[src/rtl/shiftreg_univ.sv]
//------------------------------------------------------------------------------
// shiftreg_univ : universal shift register with a WIDTH-bit serial burst mode
// Optional: SHIFTREG_UNIV_PARITY_EN adds combinational output par.
// Rev 1.0
//------------------------------------------------------------------------------
`default_nettype none

module shiftreg_univ #(
  parameter int WIDTH = 8
) (
  input  logic             clk,
  input  logic             rst,
  input  logic [2:0]       mode,
  input  logic             sin,
  input  logic [WIDTH-1:0] pin,
  input  logic             start,
  output logic             sout,
  output logic [WIDTH-1:0] pout,
  output logic             busy,
  output logic             done
`ifdef SHIFTREG_UNIV_PARITY_EN
  ,
  output logic             par
`endif
);

  localparam int CW = $clog2(WIDTH + 1);

  localparam logic [2:0] c_MODE_HOLD  = 3'b000;
  localparam logic [2:0] c_MODE_SHL   = 3'b001;
  localparam logic [2:0] c_MODE_SHR   = 3'b010;
  localparam logic [2:0] c_MODE_LOAD  = 3'b011;
  localparam logic [2:0] c_MODE_ROL   = 3'b100;
  localparam logic [2:0] c_MODE_ROR   = 3'b101;
  localparam logic [2:0] c_MODE_ASR   = 3'b110;
  localparam logic [2:0] c_MODE_HOLD2 = 3'b111;

  localparam logic [CW-1:0] c_CNT_FULL = CW'(WIDTH);
  localparam logic [CW-1:0] c_CNT_ONE  = CW'(1);

  logic [WIDTH-1:0] r_pout;
  logic             r_busy;
  logic             r_done;
  logic [CW-1:0]    r_cnt;

  logic [WIDTH-1:0] w_idle_next;
  logic             w_sout;

  always_comb begin
    w_idle_next = r_pout;
    case (mode)
      c_MODE_HOLD:  w_idle_next = r_pout;
      c_MODE_SHL:   w_idle_next = {r_pout[WIDTH-2:0], sin};
      c_MODE_SHR:   w_idle_next = {sin, r_pout[WIDTH-1:1]};
      c_MODE_LOAD:  w_idle_next = pin;
      c_MODE_ROL:   w_idle_next = {r_pout[WIDTH-2:0], r_pout[WIDTH-1]};
      c_MODE_ROR:   w_idle_next = {r_pout[0], r_pout[WIDTH-1:1]};
      c_MODE_ASR:   w_idle_next = {r_pout[WIDTH-1], r_pout[WIDTH-1:1]};
      c_MODE_HOLD2: w_idle_next = r_pout;
      default:      w_idle_next = r_pout;
    endcase
  end

  // Serial output taps whichever end the current operation shifts out of.
  always_comb begin
    w_sout = 1'b0;
    if (r_busy) begin
      w_sout = r_pout[0];
    end else begin
      case (mode)
        c_MODE_SHL, c_MODE_ROL:             w_sout = r_pout[WIDTH-1];
        c_MODE_SHR, c_MODE_ROR, c_MODE_ASR: w_sout = r_pout[0];
        default:                            w_sout = 1'b0;
      endcase
    end
  end

  always_ff @(posedge clk) begin
    if (rst) begin
      r_pout <= '0;
      r_busy <= 1'b0;
      r_done <= 1'b0;
      r_cnt  <= '0;
    end else if (r_busy) begin
      r_pout <= {sin, r_pout[WIDTH-1:1]};
      r_done <= 1'b0;
      if (r_cnt == c_CNT_ONE) begin
        r_busy <= 1'b0;
        r_done <= 1'b1;
        r_cnt  <= '0;
      end else begin
        r_cnt <= r_cnt - c_CNT_ONE;
      end
    end else if (start) begin
      r_pout <= pin;
      r_busy <= 1'b1;
      r_done <= 1'b0;
      r_cnt  <= c_CNT_FULL;
    end else begin
      r_pout <= w_idle_next;
      r_done <= 1'b0;
    end
  end

  assign pout = r_pout;
  assign busy = r_busy;
  assign done = r_done;
  assign sout = w_sout;

`ifdef SHIFTREG_UNIV_PARITY_EN
  assign par = ^r_pout;
`endif

endmodule

`default_nettype wire

[config.mk]
export PLATFORM = sky130hd
export DESIGN_NAME = shiftreg_univ
export DESIGN_NICKNAME = d
export VERILOG_FILES = /design/src/rtl/shiftreg_univ.sv
export SDC_FILE = /design/constraint.sdc
export NUM_CORES = 1
export LEC_CHECK = 0
export ABC_AREA = 1
export CAP_MARGIN = 20
export CORE_MARGIN = 2
export CORE_UTILIZATION = 45
export CTS_BUF_LIST = sky130_fd_sc_hd__clkbuf_8
export DETAILED_ROUTE_END_ITERATION = 10
export PLACE_DENSITY = 0.77
export SLEW_MARGIN = 15
export SYNTH_ARGS = -nofsm -noshare
export SYNTH_HDL_FRONTEND = slang
export SYNTH_SLANG_ARGS = --single-unit
[constraint.sdc]
create_clock -name clk -period 1.2 [get_ports clk]
set_input_delay 0.3 -clock clk [delete_from_list [all_inputs] [get_ports clk]]
set_output_delay 0.3 -clock clk [all_outputs]
set_load 0.02 [all_outputs]
==> impl_results.md <==
* Post-synthesis cell type count at 23
* Hold crit path type: flop to flop
* Skew final at about 0.49 ps
* Clk_lat worst skew at approximately 250 ps
* Largest family of logic cells by synthesized area: simple AND/OR/NAND/NOR gates
* Layout area overhead at 75.3%
* Lkg Pwr at between 0.8 and 0.9 nW
* Ranking of synthesized cells by area: dfxtp_1 (27%), nand2_1 (15%), a21oi_1 (9.7%)
* Nets at 247
* Yosys top cell by area: dfxtp_1
* Placed Cells at ~250
* Crit-path cells: buf_2, buf_6, nand3_4, nand2_4, o21ai_4, o31ai_4, buf_6
* Count leader, synth: nand2_1
* GRT Util Overall at 28.7%
* Mux contribution to synthesized area at 0%
* Routed Antenna Nets at 0
* RSZ-0062 raised after global routing: yes
* # Max-Cap Violations at 0
* Setup TNS at -731 ps
* Yosys warns at 0
* Number of synthesized flops with an enable pin at 0
* Core Region at about 0.0022 mm2
* Die X at slightly above 50 um
* CTS Buffer Depth at 2
* Site Rows at 17
* Hold Vio Cnt, Final at 0
* Async SR Flop Fraction at 0%
* Max Slew Vio Count at 0
* Clock net sink count at 14
* Diode count at 0
* Crit path DAT at 1090 ps
* Mapped cell area at roughly 0.0010 mm2
* Root Buffer: clkbuf_8
* Yosys reg bits at 14
* CTS tree: yes
* Top delay family on crit path: buffers and inverters
* Share of the synthesized area in the top cell type at a little over a quarter
* Worst EP required at about 900 ps
* Worst Path Max Fanout at 3
* Main synth FF type: dfxtp_1
* Final setup viols at 8
* Status: finished with violations
* DRT Wirelength at between 4 and 5 mm
* Initial core utilization at a little under half
* Compound-Gate Fraction of Synth Area at 22.4%
* Pin count of the biggest net entering global routing at 9
* Wire per inst at roughly 16 um
* Failing checks: setup timing
* Num CTS Buffers at 3
* DP Wirelength at about 2.4 mm
* Crit share post-route at 116%
* Slowest-stage cell, CP: o21ai_4
* Die Y at slightly above 50 um
* Crit path top cell by count: buf_6
* Design Area, Final at approximately 0.0018 mm2
* Initial antenna violation count at 0
* Vias/cell at between 5 and 6
* Sequential area share after synthesis at between 20% and 30%
* Routability-driven placement congestion ratio at approximately 0.87
* Fin cells at 257
* Syn_nets at 184
* Hold Buf Count CTS at 0
* Largest stage delay, worst path at between 150 and 200 ps
* TritonRoute pass-1 iters at 5
* First-pass GRT wire length at 5.77 mm
* Area of the die at between 0.002 and 0.003 mm2
* Area post-placement at about 0.0016 mm2
* DRC at 0
* Simple-gate portion of the synthesized area at a little over a third
* PortBufs at 25
* WP buf/inv at 3
* Pwr/cell area at slightly below 1000 mW/mm2
* Startpoint types: primary input
* Most frequent cells after synthesis: nand2_1 (40), nor2_1 (21), a21oi_1 (20)
* Crit. End Element: primary output
* Tmin final at around 1400 ps
* Critical path class: primary input to primary output
* 1st-iter DRT viols at 79
* CTS H-tree lvls at 1
* VDD IR max at a little under 0.0008 V
* Slew headroom at between 70 and 80%
* Via Count at about 1.5k
* Total grt overflow at 0
* Max Clk Rate at between 700 and 800 MHz
* PnR worst setup slack at -189 ps
* Clk slew on worst S/H paths at ~60 ps
* Layout cells sized above 1 at 45.9%
* Mapped Cells at roughly 170
* # IOs at 26
* Synth Area in XOR/XNOR at less than 1%
* Mean post-synth cell area at between 6 and 7 um2
* Worst Tran Pin Value at approximately 320 ps
* Synth Area in Adders at under 10%
* Vias in the first global route at between 1k and 1.5k
flip-flops by register name (all words and copies together) (netlist names):
signal,flops
pout,8
r_cnt,4
busy,1
done,1
power by group:
part | internal (mW) | switching, mW
Combinational | 0.346 | 0.439
Sequential | 0.512 | 0.0322
Clock | 0.291 | 0.181
Total | 1.15 | 0.652
placed cells by master (no fill, tap or decap), drive strengths merged:
master         Yosys  routed
nand4              2       2
o22ai              2       2
buf                4      44
clkbuf             0       7
ha                 2       2
o31ai              1       1
o21bai             1       1
nand3              8       8
xor2               1       1
clkdlybuf4s15      0       3
nand2             45      45
dlygate4sd2        0       2
a21oi             21      21
dfxtp             14      14
nor3               2       2
nor2              23      23
o21ai             19      19
clkdlybuf4s50      0      10
inv               22      22
cell families (layout without fill, tap and decap cells):
family                   Yosys count  in the layout
AND/OR/NAND/NOR                   80             80
XOR/XNOR                           1              1
buffers and inverters             26             88
AO/OA/AOI/OAI                     44             44
flip-flops                        14             14
adder cells (fa/ha/maj)            2              2
tightest hold or removal path: cells and delay by family, from the launching register on:
family	cells	cell delay [ps]
DFF	1	340
and+or+nand+nor	1	70
AOI/OAI and AO/OA	1	70
routing by layer:
layer / global-route usage, % / up-vias / part of all wire (%)
met5: 0 / - / 0
met2: 50.2 / 108 / 52
met1: 33.6 / 654 / 37
met3: 4.60 / 19 / 8.4
met4: 14.0 / 0 / 2.9
li1: - / 673 / -
worst paths after layout:
check	slack, ps	to	from	cells past startpoint
worst max-delay path	-190	sout	mode[0]	7
worst min-delay path	520	r_cnt[1]	r_cnt[1]	2
worst min register to register	520	r_cnt[1]	r_cnt[1]	2
worst max register to register	-100	pout[3]	busy	7
timing repair:
action / 4_1_cts / 5_1_grt
setup endpoints to repair: 23 / 17
gates resized for setup: 74 / 32
pin swaps: 13 / 12
setup buffers: 3 / 4
layout make-up:
cell class	instances	area (um2)
multi-input combinational	127	832
timing repair buffer	62	515
fill	137	377
sequential	14	287
inverter	22	90.1
clock buffer	4	55.1
tap	28	35.0
per-stage QoR:
step / hold WS, ps / util [%] / setup slack, ps / power, mW
6_report: 517 / 82.8 / -189 / 1.80
5_1_grt: 542 / 82.8 / -197 / 1.87
4_1_cts: 516 / 78.0 / -191 / 1.70
3_5_place_dp: 489 / 71.4 / -1130 / 1.19
3_3_place_gp: 477 / 71.4 / -1050 / 1.18
2_1_floorplan: 362 / - / -52.1 / 0.905
No activity file was read; power rests on OpenSTA's default activity.
